File: src/rtl/pipe_stall_ctrl.sv
// Stall/redirect consumer: owns PC, IF/ID and the ID/EX control field, applies
// hazard stalls and taken-branch squashes, and keeps stall/flush statistics.
module pipe_stall_ctrl #(
  parameter logic [31:0] RESET_PC   = 32'h0000_0000,
  parameter int          CTRL_W     = 10,
  parameter bit          DELAY_SLOT = 1'b0,
  parameter int          MAX_STALL  = 4
) (
  input  logic              clk,
  input  logic              rst_n,
  input  logic              stall,
  input  logic              branch_taken,
  input  logic [31:0]       branch_target,
  input  logic [31:0]       if_instr,
  input  logic [CTRL_W-1:0] id_ctrl,
  output logic [31:0]       pc,
  output logic [31:0]       ifid_instr,
  output logic [31:0]       ifid_pc4,
  output logic [CTRL_W-1:0] idex_ctrl,
  output logic              pc_write,
  output logic              ifid_write,
  output logic              flush,
  output logic [1:0]        state,
  output logic [15:0]       stall_count,
  output logic [15:0]       flush_count,
  output logic              stall_err
);

  typedef enum logic [1:0] {
    ST_RUN   = 2'd0,
    ST_STALL = 2'd1,
    ST_FLUSH = 2'd2
  } state_t;

  // Handshake: stall is a level request from the hazard unit. While it is high
  // this block accepts nothing from fetch or decode; when it is low, fetch and
  // decode are consumed every cycle (there is no separate valid/ready pair).

  localparam logic [3:0]  MAX_RL   = 4'(MAX_STALL);
  localparam logic [31:0] PC_STEP  = 32'd4;
  localparam logic [15:0] CNT_MAX  = 16'hFFFF;
  localparam logic [3:0]  RL_MAX   = 4'hF;

  state_t      state_q;
  logic [3:0]  run_len;
  logic [31:0] pc_plus4;
  logic        squash;

  assign pc_plus4   = pc + PC_STEP;
  assign pc_write   = ~stall;
  assign ifid_write = ~stall;
  assign state      = state_q;
  assign squash     = ~stall & branch_taken & ~DELAY_SLOT;

  always_ff @(posedge clk or negedge rst_n) begin
    if (!rst_n) begin
      pc          <= RESET_PC;
      ifid_instr  <= 32'h0;
      ifid_pc4    <= 32'h0;
      idex_ctrl   <= '0;
      flush       <= 1'b0;
      state_q     <= ST_RUN;
      stall_count <= 16'h0;
      flush_count <= 16'h0;
      stall_err   <= 1'b0;
      run_len     <= 4'h0;
    end else if (stall) begin
      // Hold fetch state, push a bubble; any branch waits to re-resolve.
      idex_ctrl <= '0;
      flush     <= 1'b0;
      state_q   <= ST_STALL;
      if (stall_count != CNT_MAX) stall_count <= stall_count + 16'd1;
      if (run_len != RL_MAX) run_len <= run_len + 4'd1;
      // This edge brings the run length to MAX_STALL+1.
      if (run_len >= MAX_RL) stall_err <= 1'b1;
    end else begin
      run_len   <= 4'h0;
      idex_ctrl <= id_ctrl;
      if (branch_taken) begin
        pc <= branch_target;
        if (squash) begin
          ifid_instr <= 32'h0;
          ifid_pc4   <= 32'h0;
          flush      <= 1'b1;
          state_q    <= ST_FLUSH;
          if (flush_count != CNT_MAX) flush_count <= flush_count + 16'd1;
        end else begin
          ifid_instr <= if_instr;
          ifid_pc4   <= pc_plus4;
          flush      <= 1'b0;
          state_q    <= ST_RUN;
        end
      end else begin
        pc         <= pc_plus4;
        ifid_instr <= if_instr;
        ifid_pc4   <= pc_plus4;
        flush      <= 1'b0;
        state_q    <= ST_RUN;
      end
    end
  end

  // Internal consistency: flush and the FLUSH state always travel together.
  flush_state_a: assert property (@(posedge clk) disable iff (!rst_n)
    flush == (state_q == ST_FLUSH));

  stall_bubble_a: assert property (@(posedge clk) disable iff (!rst_n)
    (state_q == ST_STALL) |-> (idex_ctrl == '0));

endmodule

File: config.mk
export PLATFORM = sky130hd
export DESIGN_NAME = pipe_stall_ctrl
export DESIGN_NICKNAME = d
export VERILOG_FILES = /design/src/rtl/pipe_stall_ctrl.sv
export SDC_FILE = /design/constraint.sdc
export NUM_CORES = 1
export LEC_CHECK = 0
export BUFFER_PORTS_ARGS = -buffer_cell sky130_fd_sc_hd__buf_2
export CAP_MARGIN = 5
export CORE_MARGIN = 1
export CORE_UTILIZATION = 51
export DETAILED_ROUTE_END_ITERATION = 10
export GPL_TIMING_DRIVEN = 0
export PLACE_DENSITY = 0.81
export SLEW_MARGIN = 30
export SYNTH_ARGS = -nofsm -noshare
export SYNTH_HDL_FRONTEND = slang
export SYNTH_SLANG_ARGS = --single-unit
File: constraint.sdc
create_clock -name clk -period 2.75 [get_ports clk]
set_input_delay 0.4125 -clock clk [delete_from_list [all_inputs] [get_ports clk]]
set_output_delay 0.4125 -clock clk [all_outputs]
set_load 0.01 [all_outputs]
==> impl_metrics.env, run 1 <==
export IMPL_dr_pass1_iters=7
export IMPL_rr_startpoint="pc[2]"
export IMPL_die_area_mm2=0.0134
export IMPL_path_cells="ha_1 -> and3_1 -> buf_2 -> and2_1 -> clkbuf_1 -> nand4_1 -> or3_1 -> nand3_1"
export IMPL_synth_top_cell_by_area="dfrtp_1"
export IMPL_clock_sinks=145
export IMPL_final_common_cell="buf_2"
export IMPL_cp_arrival_ns=2.71
export IMPL_critPathTopFamily="simple AND/OR/NAND/NOR gates"
export IMPL_grt_use_total=0.282
export IMPL_final_cell_mix="buf_2, dfrtp_1, nand2_1, nand3_1, a22o_1"
export IMPL_r2r_setup_slack_ns=0.39
export IMPL_gp_congestion=0.840
export IMPL_fin_cells=1051
export IMPL_postSynthAreaPerCell_um2=10.6
export IMPL_synth_top_family_by_area="simple AND/OR/NAND/NOR gates"
export IMPL_endpoint_kind="flip-flop"
export IMPL_fmax_mhz=424
export IMPL_r2r_cells=8
export IMPL_initial_utilization=0.523
export IMPL_rows=41
export IMPL_whs_path_depth=1
export IMPL_status="completed"
export IMPL_pin_count=222
export IMPL_wl_per_cell_um=17.2
export IMPL_final_nets=949
export IMPL_synth_compound_area_frac=0.151
export IMPL_slew_viol_final=0
export IMPL_cts_buffers_inserted=17
export IMPL_grt_pass1_wl_um=28500
export IMPL_crit_path_top_delay_cell="dfrtp_1"
export IMPL_period_minus_slack_ns=2.36
export IMPL_vias=5923
export IMPL_timing_rr_end="pc[28]"
export IMPL_cts_buffer_depth=2
export IMPL_worst_pin_slew_ns=0.671
export IMPL_totalWireLength_um=18100
export IMPL_synth_async_reset_ratio=1.00
export IMPL_hold_viol=0
export IMPL_yosys_warnings=0
export IMPL_ant_nets=0
export IMPL_grt_pass1_vias=5576
export IMPL_cts_tree="yes"
export IMPL_synth_top_area_frac=0.549
export IMPL_viasPerCell=5.64
export IMPL_syn_num_nets=708
export IMPL_synth_edff_count=0
export IMPL_synth_top_flop_cell="dfrtp_1"
export IMPL_path_buf_inv=2
export IMPL_ctsRootBufferMaster="clkbuf_16"
export IMPL_drc=0
export IMPL_synthToLayoutAreaGrowth_pct=30.3
export IMPL_grt_max_degree=87
export IMPL_powerDensity_mw_per_mm2=734
export IMPL_synth_xor_area_frac=0.0690
export IMPL_n_fill_cell=1031
export IMPL_port_buffers=220
export IMPL_detailed_place_hpwl_um=13000
export IMPL_slew_headroom=0.549
export IMPL_power_uw=6320
export IMPL_clkLatencyLatePin_ns=0.42
export IMPL_min_period_over_period=0.857
export IMPL_start_kind="flip-flop"
export IMPL_overflow=0
export IMPL_cap_violations=0
export IMPL_ys_ff_latch=145
export IMPL_hold_ws_ns=0.199
export IMPL_syn_inst=626
export IMPL_yosysSeqAreaShare=0.549
export IMPL_critPathKind="flip-flop to flip-flop"
export IMPL_finClkSkew_ns=0.00535
export IMPL_synthTopCellsByArea="dfrtp_1, a22o_1, xnor2_1"
export IMPL_core_area_mm2=0.0126
export IMPL_drive_above_1_share=0.313
export IMPL_die_w_um=116
export IMPL_peakVddDrop_mv=0.461
export IMPL_finalSetupViolCount=0
export IMPL_die_y_um=116
export IMPL_cp_max_fo=9
export IMPL_cts_clk_slew_worst_paths_ns=0.06
export IMPL_leakage_uw=0.00418
export IMPL_netlist_cell_type_count=52
export IMPL_cts_max_level=4
export IMPL_min_from="stall"
export IMPL_whs_endpoint="state[0]"
export IMPL_cp_required_ns=3.11
export IMPL_synth_simple_gate_area_frac=0.180
export IMPL_cpPeakStageDelay_ns=0.44
export IMPL_min_path_type="input pin to flip-flop"
export IMPL_antenna_found_initial=1
export IMPL_syn_area_mm2=0.00661
export IMPL_placedCellCount=1019
export IMPL_synthAdderAreaFrac=0.00758
export IMPL_rsz0062_at_grt="no"
export IMPL_diodes=0
export IMPL_drtIter0Drc=428
export IMPL_muxShareOfSynthArea=0.0116
-- final cells by class --
cell class,instances,area [um2],area share
Timing Repair Buffer,222,1150,0.133
Buffer,41,176,0.0205
Tap cell,172,215,0.0250
Clock buffer,22,484,0.0563
Sequential cell,145,3630,0.422
Multi-Input combinational cell,431,2770,0.321
Inverter,9,33.8,0.00392
Clock inverter,9,154,0.0179
-- Yosys cell counts, types with 7 or more instances --
| master | instances |
|---|---|
| a22o_1 | 40 |
| and3_1 | 9 |
| nor2_1 | 37 |
| a22oi_1 | 19 |
| dfrtp_1 | 145 |
| nand4_1 | 18 |
| a21oi_1 | 17 |
| nor3_1 | 9 |
| nor2b_1 | 11 |
| o21ai_0 | 33 |
| xor2_1 | 20 |
| inv_1 | 9 |
| nand2_1 | 56 |
| clkbuf_1 | 31 |
| or3_1 | 7 |
| nand3_1 | 43 |
| xnor2_1 | 32 |
-- cell families after synthesis --
logic type / after synthesis
simple gates: 226
flops: 145
compound gates: 142
xor+xnor: 52
fa+ha+maj: 4
buf+inv: 50
mux: 7
-- timing repair --
action / CTS / global route
gates resized for setup: 0 / 0
endpoints found under the hold margin: 59 / 0
buffers inserted: 0 / 0
hold buffers: 1 / 0
-- routing by layer --
metal  track usage  part of all wire  up-vias
li1              -                 -     2744
met3        0.0785             0.078       34
met4         0.120             0.025        2
met2         0.440              0.48      261
met1         0.370              0.42     2882
met5             0           0.00055        -
-- worst max path at each step --
stage | startpoint | to | slack (ns) | depth (start not counted)
detailed placement | branch_taken | pc[22] | 0.41 | 8
finish | pc[2] | pc[28] | 0.39 | 8
CTS | pc[2] | ifid_pc4[30] | 0.45 | 8
global route | pc[2] | pc[26] | 0.29 | 8
global placement | rst_n | ifid_instr[10] | -0.78 | 1
floorplan | pc[13] | pc[19] | 0.75 | 7
-- registers in the layout (all words and copies together) (netlist names) --
register,cells
ifid_pc4,32
ifid_instr,32
stall_err,1
run_len,4
state,1
flush_count,16
flush,1
stall_count,16
idex_ctrl,10
pc,32
-- stage by stage --
step	util	instance area [um2]	setup TNS, ns	worst slack, ns
after floorplan	-	6610	0	0.746
after global placement	0.628	7920	-111.38	-0.779
after detailed placement	0.631	7960	0	0.411
after CTS	0.682	8610	0	0.450
after global routing	0.682	8610	0	0.287
final	0.682	8610	0	0.394
-- report_power, final --
| part | internal [uW] | leakage (uW) | total, uW | switching (uW) |
|---|---|---|---|---|
| sequential | 2410 | 0.00184 | 2700 | 295 |
| combinational | 512 | 0.00202 | 1150 | 636 |
| clock | 1610 | 0.000308 | 2470 | 860 |
(Power assumes the default switching activity.)
==> run 2: changes to the inputs <==
- BUFFER_PORTS_ARGS: -buffer_cell sky130_fd_sc_hd__buf_2 -> -buffer_cell sky130_fd_sc_hd__clkbuf_2
==> run 2 against run 1 <==
Clock power shrank 3%. Largest cell class unchanged. Setup slack better by 0.021 ns. Critical endpoint is now pc[30]. Non-clock buffer count did not move. Sequential share of layout area increased by 0.074 points. Register-to-register slack better by 0.02 ns. Sequential power about the same. Global-route usage fell by 0.76 points. Combinational power about the same. Critical path type unchanged.
==> impl_metrics.env, run 2 (synthesis gave the netlist of run 1 again) <==
export IMPL_cpPeakStageDelay_ns=0.43
export IMPL_drive_above_1_share=0.315
export IMPL_grt_use_total=0.274
export IMPL_hold_viol=0
export IMPL_finClkSkew_ns=0.00601
export IMPL_cts_buffer_depth=2
export IMPL_final_common_cell="clkbuf_2"
export IMPL_postCtsSetupBuffers=0
export IMPL_crit_path_top_delay_cell="dfrtp_1"
export IMPL_min_from="if_instr[21]"
export IMPL_r2r_setup_slack_ns=0.41
export IMPL_viasPerCell=5.57
export IMPL_min_period_over_period=0.849
export IMPL_final_cell_mix="clkbuf_2, dfrtp_1, nand2_1, nand3_1, a22o_1"
export IMPL_final_nets=949
export IMPL_diodes=0
export IMPL_dpl_worst_slack_ns=0.438
export IMPL_cp_required_ns=3.11
export IMPL_synthToLayoutAreaGrowth_pct=30.1
export IMPL_worst_pin_slew_ns=0.632
export IMPL_clock_sinks=145
export IMPL_die_w_um=116
export IMPL_slew_headroom=0.575
export IMPL_cts_tree="yes"
export IMPL_detailed_place_hpwl_um=12900
export IMPL_wl_per_cell_um=16.8
export IMPL_rr_startpoint="pc[2]"
export IMPL_core_area_mm2=0.0126
export IMPL_finalSetupViolCount=0
export IMPL_ant_nets=0
export IMPL_grt_pass1_wl_um=27500
export IMPL_leakage_uw=0.00414
export IMPL_totalWireLength_um=17700
export IMPL_rsz0062_at_grt="no"
export IMPL_crit_start="pc[2]"
export IMPL_reg_top3="ifid_instr (32), ifid_pc4 (32), pc (32)"
export IMPL_vias=5864
export IMPL_grt_pass1_vias=5387
export IMPL_drtIter0Drc=465
export IMPL_cp_max_fo=9
export IMPL_grt_max_degree=81
export IMPL_cp_arrival_ns=2.69
export IMPL_n_fill_cell=1035
export IMPL_ctsRootBufferMaster="clkbuf_16"
export IMPL_critPathKind="flip-flop to flip-flop"
export IMPL_period_minus_slack_ns=2.34
export IMPL_fin_ws_ns=0.415
export IMPL_clkLatencyLatePin_ns=0.42
export IMPL_cap_violations=0
export IMPL_rows=41
export IMPL_min_path_type="input pin to flip-flop"
export IMPL_die_y_um=116
export IMPL_pin_count=222
export IMPL_slew_viol_final=0
export IMPL_fmax_mhz=428
export IMPL_overflow=0
export IMPL_initial_utilization=0.523
export IMPL_drc=0
export IMPL_dr_pass1_iters=5
export IMPL_port_buffers=220
export IMPL_tns_ns=0
export IMPL_cts_clk_slew_worst_paths_ns=0.06
export IMPL_gp_congestion=0.830
export IMPL_cts_buffers_inserted=17
export IMPL_endpoint_kind="flip-flop"
export IMPL_powerDensity_mw_per_mm2=727
export IMPL_start_kind="flip-flop"
export IMPL_status="completed"
export IMPL_antenna_found_initial=1
export IMPL_cts_max_level=4
export IMPL_peakVddDrop_mv=0.456
export IMPL_die_area_mm2=0.0134
export IMPL_path_cells="ha_1 -> and3_1 -> buf_2 -> and2_1 -> clkbuf_1 -> nand4_1 -> or3_1 -> nand3_1"
[run 2: cell types whose count changed in the layout (fill, tap and decap cells not counted), sizes merged]
cell      change
buf         -220
clkbuf      +218
clkinv        +3
bufinv        -1
clkinvlp      +1
[run 2: path summary, 6_finish.rpt]
kind	to	cells past startpoint
hold reg to reg	stall_err	1
setup / recovery	pc[30]	8
max in group asynchronous	flush_count[6]	3
min in group asynchronous	ifid_pc4[4]	2
setup reg to reg	pc[30]	8
hold / removal	ifid_instr[21]	2
[run 2: stage by stage]
stage	hold slack, ns	total power (uW)	area [um2]	cells	utilization
final	0.205	6250	8590	1052	0.681
after global routing	0.194	6540	8590	1052	0.681
after CTS	0.192	6280	8590	1052	0.681
after detailed placement	0.447	3880	7960	1019	0.631
after global placement	0.456	3840	7920	1018	0.628
after floorplan	0.117	3320	6610	626	-
[run 2: power breakdown]
group | leakage [uW] | total (uW) | switching (uW) | internal, uW
logic | 0.00200 | 1140 | 630 | 508
registers | 0.00184 | 2710 | 300 | 2410
clock network | 0.000298 | 2400 | 905 | 1500
total | 0.00414 | 6250 | 1830 | 4410
[run 2: cell type report]
cell class / count / area, um2 / share of cell area
tap: 172 / 215 / 0.0250
sequential: 145 / 3630 / 0.422
clock buffer: 20 / 467 / 0.0543
buffer: 41 / 176 / 0.0205
multi-input combinational: 431 / 2770 / 0.322
inverter: 9 / 33.8 / 0.00393
clock inverter: 12 / 158 / 0.0183
timing repair buffer: 222 / 1150 / 0.134
[run 2: layer usage]
metal / vias to the layer above / GRT usage / routed length [um]
met4: 2 / 0.106 / 416
met5: - / 0 / 11
met3: 36 / 0.0748 / 1420
li1: 2746 / - / -
met2: 244 / 0.432 / 8380
met1: 2836 / 0.361 / 7480
[run 2: what timing repair did]
action | CTS | global route
resized for setup | 0 | 0
hold buffers | 1 | 0
endpoints found under the hold margin | 8 | 0
setup endpoints to repair | 0 | 0
[run 2: worst max-delay path: cells and delay by family, from the launching register on]
| family | cells | cell delay [ns] |
|---|---|---|
| flops | 1 | 0.43 |
| buf+inv | 2 | 0.58 |
| fa+ha+maj | 1 | 0.25 |
| simple gates | 5 | 1.01 |
==> run 3: changes to the inputs <==
- clock period: 2.75 -> 2.33 ns (I/O delays scaled with it)
==> run 3 against run 2 <==
Critical path type unchanged. Critical endpoint unchanged. Wire length rose by 0.19%. Clock skew increased by 0.0011 ns. Critical path depth fell by 1. Sequential share of layout area about the same. Non-clock buffer count shrank 1.
==> impl_metrics.env, run 3 (synthesis gave the netlist of run 1 again) <==
export IMPL_die_w_um=116
export IMPL_reg_top3="ifid_instr (32), ifid_pc4 (32), pc (32)"
export IMPL_p_sw_frac=0.293
export IMPL_synthToLayoutAreaGrowth_pct=30.0
export IMPL_clock_sinks=145
export IMPL_gp_congestion=0.830
export IMPL_cts_buffer_depth=2
export IMPL_powerDensity_mw_per_mm2=858
export IMPL_dpl_worst_slack_ns=0.0390
export IMPL_cts_resized=0
export IMPL_fin_ws_ns=0.136
export IMPL_pwr_share_comb=0.182
export IMPL_crit_path_top_delay_cell="dfrtp_1"
export IMPL_path_cells="ha_1 -> and3_1 -> buf_2 -> and2_1 -> nand4_1 -> or3_1 -> nand3_1"
export IMPL_hold_viol=0
export IMPL_slew_headroom=0.569
export IMPL_ctsRootBufferMaster="clkbuf_16"
export IMPL_critPathKind="flip-flop to flip-flop"
export IMPL_detailed_place_hpwl_um=12900
export IMPL_placedCellCount=1019
export IMPL_postCtsSetupBuffers=0
export IMPL_period_minus_slack_ns=2.19
export IMPL_fin_cells=1051
export IMPL_cp_arrival_ns=2.55
export IMPL_rsz0062_at_grt="yes"
export IMPL_drive_above_1_share=0.315
export IMPL_n_fill_cell=1037
export IMPL_totalWireLength_um=17700
export IMPL_die_area_mm2=0.0134
export IMPL_status="completed"
export IMPL_leakage_uw=0.00414
export IMPL_p_sw_uw=2160
export IMPL_initial_utilization=0.523
export IMPL_drc=0
export IMPL_min_period_over_period=0.942
export IMPL_cts_buffers_inserted=17
export IMPL_met1_length_um=7550
export IMPL_ant_nets=0
export IMPL_endpoint_kind="flip-flop"
export IMPL_grt_pass1_wl_um=27500
export IMPL_wl_per_cell_um=16.9
export IMPL_finalSetupViolCount=0
export IMPL_final_cell_mix="clkbuf_2, dfrtp_1, nand2_1, nand3_1, a22o_1"
export IMPL_cp_required_ns=2.68
export IMPL_cp_max_fo=9
export IMPL_worst_pin_slew_ns=0.641
export IMPL_min_path_type="input pin to flip-flop"
export IMPL_p_clk_frac=0.385
export IMPL_drtIter0Drc=441
export IMPL_cap_violations=0
export IMPL_dr_wl_met2_um=8430
export IMPL_grt_use_total=0.274
export IMPL_rows=41
export IMPL_grt_max_degree=81
export IMPL_final_common_cell="clkbuf_2"
export IMPL_wl_met3_um=1370
export IMPL_internal_power_uw=5210
export IMPL_vias=5865
export IMPL_finClkSkew_ns=0.00713
export IMPL_dr_pass1_iters=5
export IMPL_viasPerCell=5.58
export IMPL_overflow=0
export IMPL_antenna_found_initial=1
export IMPL_path_buf_inv=1
export IMPL_sequentialPowerShare=0.433
export IMPL_core_area_mm2=0.0126
export IMPL_clkLatencyLatePin_ns=0.42
export IMPL_critPathTopFamily="simple AND/OR/NAND/NOR gates"
export IMPL_diodes=0
export IMPL_peakVddDrop_mv=0.539
export IMPL_cts_max_level=4
export IMPL_cts_tree="yes"
export IMPL_grt_pass1_vias=5387
export IMPL_port_buffers=220
export IMPL_final_nets=948
export IMPL_die_y_um=116
export IMPL_highest_layer="met5"
export IMPL_start_kind="flip-flop"
export IMPL_pin_count=222
export IMPL_slew_viol_final=0
export IMPL_fmax_mhz=456
export IMPL_cpPeakStageDelay_ns=0.43
export IMPL_cts_clk_slew_worst_paths_ns=0.06
run 3: changes by cell type in the layout (fill, tap and decap cells not counted):
cell	before	now
clkbuf_1	31	30
run 3: metrics by stage:
step                      cell area [um2]  setup TNS, ns  hold WS (ns)  total power, uW   util
final                                8590              0         0.143             7370  0.681
after global routing                 8590       -0.00263         0.131             7720  0.681
after CTS                            8590              0         0.129             7410  0.681
after detailed placement             7960              0         0.384             4570  0.631
after global placement               7920        -218.78         0.456             4530  0.628
after floorplan                      6610              0        0.0539             3910      -
run 3: power by group through the flow:
stage	sequential (uW)	clock, uW	combinational (uW)
6_report	3190	2830	1340
4_1_cts	3190	2870	1350
5_1_grt	3250	2980	1490
3_3_place_gp	3220	0	1310
3_5_place_dp	3230	0	1350
2_1_floorplan	3320	0	596
run 3: per-layer routing:
| metal | GRT usage | vias to the layer above |
|---|---|---|
| met5 | 0 | - |
| met4 | 0.106 | 2 |
| met3 | 0.0748 | 34 |
| met2 | 0.432 | 230 |
| met1 | 0.361 | 2844 |
| li1 | - | 2755 |
run 3: final cells by class:
type,instances,area [um2],share of cell area
Timing Repair Buffer,222,1150,0.134
Clock buffer,20,467,0.0543
Multi-Input combinational cell,431,2770,0.322
Buffer,40,173,0.0201
Sequential cell,145,3630,0.422
Clock inverter,12,158,0.0184
Inverter,9,33.8,0.00393
Tap cell,172,215,0.0251
run 3: final timing paths:
check | start | end | slack (ns) | cells after the start
worst min register to register | stall_err | stall_err | 0.47 | 1
worst max register to register | pc[2] | pc[30] | 0.14 | 7
max in group asynchronous | rst_n | flush_count[6] | 1.06 | 3
worst min-delay path | if_instr[25] | ifid_instr[25] | 0.14 | 2
worst max-delay path | pc[2] | pc[30] | 0.14 | 7
min in group asynchronous | rst_n | ifid_pc4[4] | 0.49 | 2
run 3: worst reg2reg max path, cell delays in order, from the launching register on:
cell	delay (ns)
dfrtp_1	0.43
ha_1	0.25
and3_1	0.16
buf_2	0.16
and2_1	0.43
nand4_1	0.26
or3_1	0.37
nand3_1	0.08
run 3: what timing repair did:
action                     4_1_cts  5_1_grt
hold buffers                     1        0
hold endpoints to repair        65        0
setup endpoints to repair        0       13
